--- src/rtl/fpga_cfg_pkg.sv ---
// fpga_cfg_pkg: shared sizes, frame layout and loader state encoding
package fpga_cfg_pkg;
    localparam int N_LUT = 8;
    localparam int N_SB = 5;
    localparam int LUT_W = 32;
    localparam int SB_W = 16;
    localparam int FRAME_WORDS = N_LUT + N_SB + 2;
    localparam int OFS_MODE = 0;
    localparam int OFS_LUT = 1;
    localparam int OFS_SB = 1 + N_LUT;
    localparam int OFS_CSUM = FRAME_WORDS - 1;
    localparam int IDX_W = $clog2(N_LUT);
    typedef enum logic [2:0] {S_IDLE, S_MODE, S_LUT, S_SB, S_CHECK, S_DONE, S_ERROR} state_t;
endpackage

--- src/rtl/cfg_csum_acc.sv ---
// cfg_csum_acc: 32-bit XOR accumulator with synchronous clear and enable
module cfg_csum_acc (
    input  logic        clock,
    input  logic        reset,
    input  logic        clr,
    input  logic        en,
    input  logic [31:0] d,
    output logic [31:0] q
);
    always_ff @(posedge clock)
        if (reset || clr) q <= '0;
        else if (en) q <= q ^ d;
endmodule

--- src/rtl/fpga_cfg_loader.sv ---
// fpga_cfg_loader: streams a checksummed frame into LUT and switch-box config registers
module fpga_cfg_loader
    import fpga_cfg_pkg::*;
(
    input  logic               clock,
    input  logic               reset,
    input  logic               start,
    input  logic [31:0]        cfg_data,
    input  logic               cfg_valid,
    output logic               cfg_ready,
    output logic [N_LUT-1:0]   lut_we,
    output logic [LUT_W:0]     lut_data,
    output logic [N_SB-1:0]    sb_we,
    output logic [SB_W-1:0]    sb_data,
    output logic               busy,
    output logic               done,
    output logic               error,
    output logic               fabric_enable
);
    state_t state, next;
    logic [IDX_W-1:0] idx;
    logic [N_LUT-1:0] mode;
    logic [31:0] acc;
    logic beat, go, last_lut, last_sb;

    assign cfg_ready = state inside {S_MODE, S_LUT, S_SB, S_CHECK};
    assign busy = cfg_ready;
    assign beat = cfg_valid && cfg_ready;
    assign go = start && state inside {S_IDLE, S_DONE, S_ERROR};
    assign last_lut = idx == IDX_W'(N_LUT - 1);
    assign last_sb = idx == IDX_W'(N_SB - 1);
    assign fabric_enable = done;

    // the checksum word itself is compared, never folded in
    cfg_csum_acc u_acc (
        .clock(clock),
        .reset(reset),
        .clr(go),
        .en(beat && state != S_CHECK),
        .d(cfg_data),
        .q(acc)
    );

    always_ff @(posedge clock)
        if (reset) state <= S_IDLE;
        else state <= next;

    always_comb begin
        next = state;
        case (state)
            S_IDLE, S_DONE, S_ERROR: next = go ? S_MODE : state;
            S_MODE:  next = beat ? S_LUT : state;
            S_LUT:   next = beat && last_lut ? S_SB : state;
            S_SB:    next = beat && last_sb ? S_CHECK : state;
            S_CHECK: next = beat ? (cfg_data == acc ? S_DONE : S_ERROR) : state;
            default: next = S_IDLE;
        endcase
    end

    always_ff @(posedge clock) begin
        if (reset) begin
            idx <= '0;
            mode <= '0;
            lut_we <= '0;
            lut_data <= '0;
            sb_we <= '0;
            sb_data <= '0;
            done <= 1'b0;
            error <= 1'b0;
        end else begin
            lut_we <= beat && state == S_LUT ? N_LUT'(1) << idx : '0;
            sb_we <= beat && state == S_SB ? N_SB'(1) << idx : '0;
            if (go) begin
                idx <= '0;
                done <= 1'b0;
                error <= 1'b0;
            end
            if (beat) begin
                case (state)
                    S_MODE: mode <= cfg_data[N_LUT-1:0];
                    S_LUT: begin
                        lut_data <= {mode[idx], cfg_data};
                        idx <= last_lut ? '0 : idx + 1'b1;
                    end
                    S_SB: begin
                        sb_data <= cfg_data[SB_W-1:0];
                        idx <= last_sb ? '0 : idx + 1'b1;
                    end
                    S_CHECK: begin
                        done <= cfg_data == acc;
                        error <= cfg_data != acc;
                    end
                    default: ;
                endcase
            end
        end
    end
endmodule

--- config.mk ---
export PLATFORM = sky130hd
export DESIGN_NAME = fpga_cfg_loader
export DESIGN_NICKNAME = d
export VERILOG_FILES = /design/src/rtl/fpga_cfg_pkg.sv /design/src/rtl/cfg_csum_acc.sv /design/src/rtl/fpga_cfg_loader.sv
export SDC_FILE = /design/constraint.sdc
export NUM_CORES = 1
export LEC_CHECK = 0
export BUFFER_PORTS_ARGS = -buffer_cell sky130_fd_sc_hd__clkbuf_2
export CORE_MARGIN = 2
export CORE_UTILIZATION = 48
export DETAILED_ROUTE_END_ITERATION = 6
export MAX_ROUTING_LAYER = met4
export PLACE_DENSITY = 0.73
export SLEW_MARGIN = 20
export SYNTH_ARGS = -nofsm -noshare
export SYNTH_HDL_FRONTEND = slang
export SYNTH_SLANG_ARGS = --single-unit
--- constraint.sdc ---
create_clock -name clock -period 1.8 [get_ports clock]
set_clock_uncertainty 0.1 [all_clocks]
set_input_delay 0.36 -clock clock [delete_from_list [all_inputs] [get_ports clock]]
set_output_delay 0.36 -clock clock [all_outputs]
set_load 0.01 [all_outputs]
==> results list, run 1 <==
- The flow ran to the end, and the final reports show no timing, DRC or antenna violations.
- The congestion estimate from routability-driven global placement came to 0.849.
- Overall track demand over capacity in global routing: 0.223
- Endpoint required time on the critical path: 1.34 ns
- The endpoint identified for the worst register-to-register timing path is idx[0].
- The number of hold violations in the final report came to 0.
* Total number of H-tree levels: 3
- Wire length of the first global-routing pass: ~17000 µm
- The initial antenna violation count is 0.
- Proportion of synthesized flip-flops having asynchronous set or reset: 0
* Hold WS: 0.142 ns
* Net count of the finished layout: a little under 700
* Die Height: roughly 100 µm
- Top post-synthesis cells by count: 155 x sky130_fd_sc_hd__nand2_1, 110 x sky130_fd_sc_hd__dfxtp_1, 65 x sky130_fd_sc_hd__xor2_1
* Met1 Track Usage GR: 0.270
* Post-route DRC violation count: 0
* Clk sink count: 110
- Timing-limited maximum frequency: slightly below 0.6 GHz
- Clock-pin slew on the worst setup and hold paths: 0.11 ns
- In this design, the stage delay of the slowest critical-path cell is 0.38 ns.
* Number of unique standard cell types used by synthesis: 38
- In this run the most critical hold path is launched from cfg_data[21].
* Proportion of netlist area held by the largest area contributor: 0.484
* Sequential element share of the synthesized area: 0.484
- DR vias: 3915
- Dividing the final minimum period by the clock period gives 0.963.
- Syn. warnings: 0
* Most instantiated library cell after synthesis: sky130_fd_sc_hd__nand2_1
- Power spread over the standard cell area amounts to roughly 850 nW/µm².
- The worst pin sits at a relative slew slack of 0.665.
- The critical path in this run is classified as flop to output port.
- Signed area change from the synthesized netlist to the final layout: 21.1%
- Pre-antenna DRT Iters: 5
- After detailed routing, the number of vias per cell comes to 5.01.
- Ports: roughly 100
* Mean Syn Cell Area: 8.45 µm²
- After detailed routing, the average wire length per cell comes to 13.9 µm.
- The synthesized design contains 0 enable-type register cells.
- GRT Residual Overflow: 0
* Worst Hold Class: primary input to flop
- IR analysis of the VDD net gives a maximum drop of 392 µV.
* Transition time at the pin with the least slew margin: 0.502 ns
* Crit Reg-Reg Startpoint: idx[0]
- For the finished layout, the period the worst path requires is 1.73 ns.
* Width of the die: 101 µm
- Once routing completed, OpenROAD measured the worst setup slack at 0.0658 ns.
* Synthesized netlist cell count: 539
- Core area: 9240 µm²
- Detailed placement finished with a half-perimeter wire length of 7820 µm.
- Net count after synthesis: 581
- By area the synthesized netlist is led by sky130_fd_sc_hd__dfxtp_1 48%, sky130_fd_sc_hd__nand2_1 13%, sky130_fd_sc_hd__xor2_1 13%.
- Cell depth of the worst hold path: 3
- Slowest cell on the critical path: sky130_fd_sc_hd__dfxtp_2
- STA classifies the critical path startpoint as a flop.
* Busiest layer in global routing: met2
- For this block, the routed nets add up to 10900 µm of wire.
- STA classifies the critical path endpoint as an output port.
- At the worst endpoint, the arrival time is 1.27 ns.
- Floorplan die area: 10300 µm²
- The number of antenna diodes in the final layout is 0.
- Of the cells placed in the final design, the portion with a size suffix greater than 1 is 0.245.
- TritonCTS created 9 clock buffers.
* Maximum clock path buffer count: 2
- In the global route stage, met3 resource usage came out at 0.0276.
- Max Slew Vio Count: 0
* Standard-cell row count: 35
- Final setup violation count: 0
- Summed over all cells, the static leakage comes to 0.00234 µW.
- In the global route stage, met2 resource usage came out at 0.380.
- Hold endpoint: lut_data[21]
- Worst-path maximum fanout: 6
- Input and output buffers added on the ports amount to just over 100.
* Series of cell instances along the critical path: nor2_4 -> xnor2_2 -> clkbuf_2
* Filler Cell Count: 850
- Initial Utilization: 0.493
* Flops & latches, synth: 110
- Once detail routing completed, the nets flagged for antenna violations numbered 0.
* Number of global-route vias before repair: 3718
- R2R Setup Slk: about 0.13 ns
- Worst-case setup slack after placement: -0.0223 ns
- Synth Cell Area: 4550 µm²
- Clock tree from TritonCTS: built
- Most used flip-flop cell after synthesis: sky130_fd_sc_hd__dfxtp_1
- The tool flagged a number of max-cap violations equal to 0.
* Root cell of the clock tree: sky130_fd_sc_hd__clkbuf_8
- Number of DRC markers after the initial detailed-route iteration: 197
- R2R cell count: 6
* Maximum number of pins on one net before global-route repair: 33
* Post-synthesis cell type with the largest combined area: sky130_fd_sc_hd__dfxtp_1
- Clock latency on the worst-skew pair: 0.37 ns
## layout by cell type, fill, tap and decap left out, types with 3 or more instances in the layout
cell	synthesis	routed
sky130_fd_sc_hd__ha_1	6	6
sky130_fd_sc_hd__dfxtp_2	0	3
sky130_fd_sc_hd__nor4_1	8	8
sky130_fd_sc_hd__nand2_1	155	155
sky130_fd_sc_hd__nand4_1	3	3
sky130_fd_sc_hd__and2_1	5	5
sky130_fd_sc_hd__clkbuf_8	0	9
sky130_fd_sc_hd__and3_1	6	6
sky130_fd_sc_hd__nand2b_1	5	5
sky130_fd_sc_hd__xor2_1	65	65
sky130_fd_sc_hd__clkbuf_2	0	102
sky130_fd_sc_hd__buf_4	6	26
sky130_fd_sc_hd__nor3_1	4	4
sky130_fd_sc_hd__o21ai_0	3	3
sky130_fd_sc_hd__inv_1	3	3
sky130_fd_sc_hd__nand3_1	4	3
sky130_fd_sc_hd__dfxtp_1	110	107
sky130_fd_sc_hd__nor2b_1	3	3
sky130_fd_sc_hd__a21oi_1	63	63
sky130_fd_sc_hd__nor2_1	41	40
## registers in the layout (all words and copies together), names as in the netlist, 3 cells and up
signal    flops
lut_data     33
u_acc.q      32
sb_data      16
lut_we        8
mode          8
sb_we         5
idx           3
state         3
## worst max path at each step
| stage | startpoint | end | slack (ns) | depth (start not counted) |
|---|---|---|---|---|
| 5_1_grt | idx[0] | idx[0] | -0.01 | 6 |
| 2_1_floorplan | idx[0] | idx[0] | 0.17 | 6 |
| 3_3_place_gp | cfg_data[27] | state[1] | 0.001 | 6 |
| 3_5_place_dp | cfg_data[8] | state[1] | -0.02 | 7 |
| 4_1_cts | state[2] | cfg_ready | 0.03 | 2 |
| 6_report | state[1] | cfg_ready | 0.07 | 3 |
## critical path: cells and delay by family, from the launching register on
family,cells,cell delay [ns]
xor gates and xnor gates,1,0.17
DFF,1,0.38
buffers and inverters,1,0.18
and+or+nand+nor,1,0.18
## cells by family (layout without fill, tap and decap cells)
family                   Yosys count  after routing  synth area share
AND/OR/NAND/NOR                  241            241             0.226
flip-flops                       110            110             0.484
AO/OA/AOI/OAI                     78             78            0.0954
XOR/XNOR                          66             66             0.127
buffers and inverters             34            148            0.0366
adder cells (fa/ha/maj)            6              6            0.0165
multiplexers                       4              4            0.0148
## repair_timing
action	in CTS	in global routing
hold endpoints to repair	0	0
buffers inserted	0	0
gates resized for setup	3	5
hold buffers	0	0
pin swaps	0	1
endpoints found under the setup margin	2	12
## final cells by class
class | count | area, µm² | area share
Clock inverter | 6 | 57.6 | 0.0104
Sequential cell | 110 | 2210 | 0.400
Inverter | 3 | 11.3 | 0.00204
Tap cell | 129 | 161 | 0.0293
Clock buffer | 9 | 124 | 0.0225
Timing Repair Buffer | 130 | 746 | 0.135
Multi-Input combinational cell | 395 | 2210 | 0.400
## report_power, final
group	switching, µW	total (µW)	internal, µW
clock	866	1390	523
combinational	419	713	294
sequential	70.8	2600	2530
total	1360	4700	3340
## metal layers
metal,vias to the layer above,part of all wire
met1,1822,0.43
li1,1966,-
met5,-,0
met4,0,0.012
met2,115,0.50
met3,12,0.056
## metrics by stage
stage	total power [µW]	utilization	TNS (ns)	instances	area, µm²
finish	4700	0.597	0	782	5510
global route	4900	0.597	-0.0145	782	5510
CTS	4730	0.595	0	782	5500
detailed placement	3350	0.574	-0.0417	767	5300
global placement	3330	0.574	0	767	5300
floorplan	3090	-	0	539	4550
Note: power is estimated with default switching activity, not from simulation.
==> run 2, diff against run 1 <==
- CELL_PAD_IN_SITES_DETAIL_PLACEMENT: unset -> 1
- CELL_PAD_IN_SITES_GLOBAL_PLACEMENT: unset -> 2
- CORE_UTILIZATION: 48 -> 28
==> results list, run 2 (synthesis results as in run 1) <==
- Initial Utilization: 0.287 (was 0.493)
- The number of port buffers was 102 (unchanged).
- The final standard cell utilization of the core is 0.367 (was 0.597).
- The cell chosen for the clock root is sky130_fd_sc_hd__clkbuf_16 (was sky130_fd_sc_hd__clkbuf_8).
- The number of buffers inserted for hold repair after clock tree synthesis came to 0 (unchanged).
- Arrival time at the worst endpoint: 1.28 ns (was 1.27 ns)
- Maximum number of pins on one net before global-route repair: 33 (unchanged)
- The routed via count was 3994 (was 3915).
- Switching part of the total power: 0.274 (was 0.289)
- Ports: 103 (unchanged)
- R2R cell count: 6 (unchanged)
- Antenna Diode Count: 0 (unchanged)
* Flip-flop count of the largest register, all copies and words added: 33 (unchanged)
* Width of the die: 132 µm (was 101 µm)
- Routed Wire Length: 13300 µm (was 10900 µm)
- The area growth from synthesis to layout was 28.2% (was 21.1%).
- The share of cells above drive strength 1 was 0.261 (was 0.245).
- The final net count came to 700 (was 691).
* Antenna Nets Post-Route: 0 (unchanged)
- Cell Int Power: 3830 µW (was 3340 µW)
- Clk sink count: 110 (unchanged)
* Overall track demand over capacity in global routing: 0.162 (was 0.223)
- Standard-cell row count: 46 (was 35)
* Routed len/inst: 15.2 µm (was 13.9 µm)
- GRT Residual Overflow: 0 (unchanged)
* Worst-path maximum fanout: 8 (was 6)
- Wire length of the first global-routing pass: 21700 µm (was 17500 µm)
- Setup repair after global routing left no endpoint under its margin.
- The area of the core is 15900 µm² (was 9240 µm²).
* Setup crit start kind: flop (unchanged)
- Most used cells in the layout excluding fill and tap cells: 155 x sky130_fd_sc_hd__nand2_1, 105 x sky130_fd_sc_hd__dfxtp_1, 102 x sky130_fd_sc_hd__clkbuf_2, 65 x sky130_fd_sc_hd__xor2_1, 63 x sky130_fd_sc_hd__a21oi_1 (was 155 x sky130_fd_sc_hd__nand2_1, 107 x sky130_fd_sc_hd__dfxtp_1, 102 x sky130_fd_sc_hd__clkbuf_2, 65 x sky130_fd_sc_hd__xor2_1, 63 x sky130_fd_sc_hd__a21oi_1).
- Clock tree from TritonCTS: built (unchanged)
* Endpoint kind of the worst setup timing path: output port (unchanged)
* Die Height: 132 µm (was 101 µm)
- The buffer levels on the longest clock path is 2 (unchanged).
- Transition time at the pin with the least slew margin: 0.492 ns (was 0.502 ns)
* Combinational power share: 0.145 (was 0.152)
* Worst-case setup slack after placement: -0.164 ns (was -0.0223 ns)
- Number of buffers inserted during clock tree synthesis: 9 (unchanged)
- The sum of negative setup slack is 0 ns (unchanged).
- The number of hold violations in the final report was 0 (unchanged).
* Max Slew Vio Count: 0 (unchanged)
* Final total power: 5270 µW (was 4700 µW)
* Cell depth of the worst hold path: 3 (unchanged)
* Post-detail-place hpwl: 9790 µm (was 7820 µm)
- Number of global-route vias before repair: 4220 (was 3718)
- Most common library cell in the layout ignoring fill and taps: sky130_fd_sc_hd__nand2_1 (unchanged)
- The number of buffers and inverters on the critical path is 1 (unchanged).
- The number of DRC violations after detailed-routing iteration 0 was 124 (was 197).
* Clock Power Share: 0.361 (was 0.296)
- The least setup slack across all paths after layout is 0.0565 ns (was 0.0658 ns).
- The count of unresolved DRC violations after routing came to 0 (unchanged).
- The area enclosed by the die boundary is 17300 µm² (was 10300 µm²).
* Leakage power: 0.00245 µW (was 0.00234 µW)
- The clock slew seen by the registers of the worst setup and hold paths was 0.07 ns (was 0.11 ns).
- Largest registers in the final layout: lut_data x33, u_acc.q x32, sb_data x16 (unchanged)
* Via-per-instance ratio: 4.54 (was 5.01)
- The worst hold endpoint is lut_data[30] (was lut_data[21]).
- The cell count after placement came to 862 (was 767).
- Initial antenna violation count: 0 (unchanged)
- The register with the highest flop count is lut_data (unchanged).
* Critical path type: flop to output port (unchanged)
* Worst slew margin relative to its limit: 0.669 (was 0.665)
* Final critical-path required period: 1.74 ns (was 1.73 ns)
* Final clock period utilization by the worst path: 0.969 (was 0.963)
* Startpoint of the tightest hold check path: cfg_data[30] (was cfg_data[21])
* PwrDens: 903 nW/µm² (was 852 nW/µm²)
- The routability-driven placement congestion ratio came to 0.811 (was 0.849).
- Critical Path Max Stage Delay: 0.39 ns (was 0.38 ns)
* Cell family contributing the most delay on the critical path: flip-flops (unchanged)
* Total number of H-tree levels: 3 (unchanged)
- Clock latency on the worst-skew pair: 0.35 ns (was 0.37 ns)
- The number of optimization iterations in the first detailed-route pass came to 4 (was 5).
- Result of the run: finished clean (unchanged)
- Slowest cell on the critical path: sky130_fd_sc_hd__dfxtp_2 (unchanged)
* Crit Reg-Reg Startpoint: state[0] (was idx[0])
- R2R Setup Slk: 0.10 ns (was 0.13 ns)
* Peak supply drop: 453 µV (was 392 µV)
* Worst Hold Class: primary input to flop (unchanged)
* Final setup violation count: 0 (unchanged)
- The non-filler instance count after layout is 879 (was 782).
- The endpoint of the worst-slack reg-to-reg timing path is done (was idx[0]).
- Timing-limited maximum frequency: 0.574 GHz (was 0.577 GHz)
- The required time of the worst setup path came to 1.34 ns (about the same).
- The sequential share of power is 0.494 (was 0.553).
* Sw Pwr: 1440 µW (was 1360 µW)
- The number of maximum-capacitance constraint violations is 0 (unchanged).
- Series of cell instances along the critical path: nor2_4 -> xnor2_4 -> clkbuf_2 (was nor2_4 -> xnor2_2 -> clkbuf_2)
[run 2: worst max path at each step]
stage,start,endpoint,slack (ns),cells past startpoint
6_report,state[0],cfg_ready,0.06,3
5_1_grt,state[0],cfg_ready,0.007,3
4_1_cts,u_acc.q[8],state[1],0.0003,6
3_5_place_dp,cfg_data[8],state[1],-0.16,7
3_3_place_gp,cfg_data[8],state[1],-0.08,7
2_1_floorplan,idx[0],idx[0],0.17,6
[run 2: what timing repair did]
item / in CTS / in global routing
gates cloned: 0 / 0
buffers inserted: 0 / 1
gates resized for setup: 4 / 11
setup endpoints to repair: 2 / 12
[run 2: worst reg2reg max path: cells and delay by family, from the launching register on]
family	cells	cell delay, ns
AOI/OAI and AO/OA	3	0.69
DFF	1	0.46
buffers and inverters	1	0.25
and+or+nand+nor	2	0.14
[run 2: power by group through the flow]
| stage | clock (µW) | combinational (µW) | sequential [µW] |
|---|---|---|---|
| final | 1900 | 763 | 2610 |
| after global routing | 2060 | 851 | 2620 |
| after CTS | 1980 | 750 | 2610 |
| after floorplan | 0 | 440 | 2650 |
| after detailed placement | 0 | 739 | 2660 |
| after global placement | 0 | 722 | 2650 |
[run 2: stage by stage]
stage | hold WS (ns) | cell area, µm²
after floorplan | 0.333 | 4550
after CTS | 0.149 | 5780
after detailed placement | 0.351 | 5490
after global placement | 0.339 | 5490
after global routing | 0.167 | 5830
final | 0.163 | 5830
[run 2: final cells by class]
cell class / count / area [µm²]
Fill cell: 1958 / 10100
Multi-Input combinational cell: 395 / 2240
Sequential cell: 110 / 2210
Timing Repair Buffer: 139 / 830
Tap cell: 216 / 270
Clock buffer: 12 / 246
Clock inverter: 4 / 30.0
Inverter: 3 / 11.3
[run 2: layer usage]
layer | GRT usage | part of all wire
met1 | 0.192 | 0.46
met5 | - | 0
met2 | 0.270 | 0.48
met3 | 0.0424 | 0.045
met4 | 0.0513 | 0.015
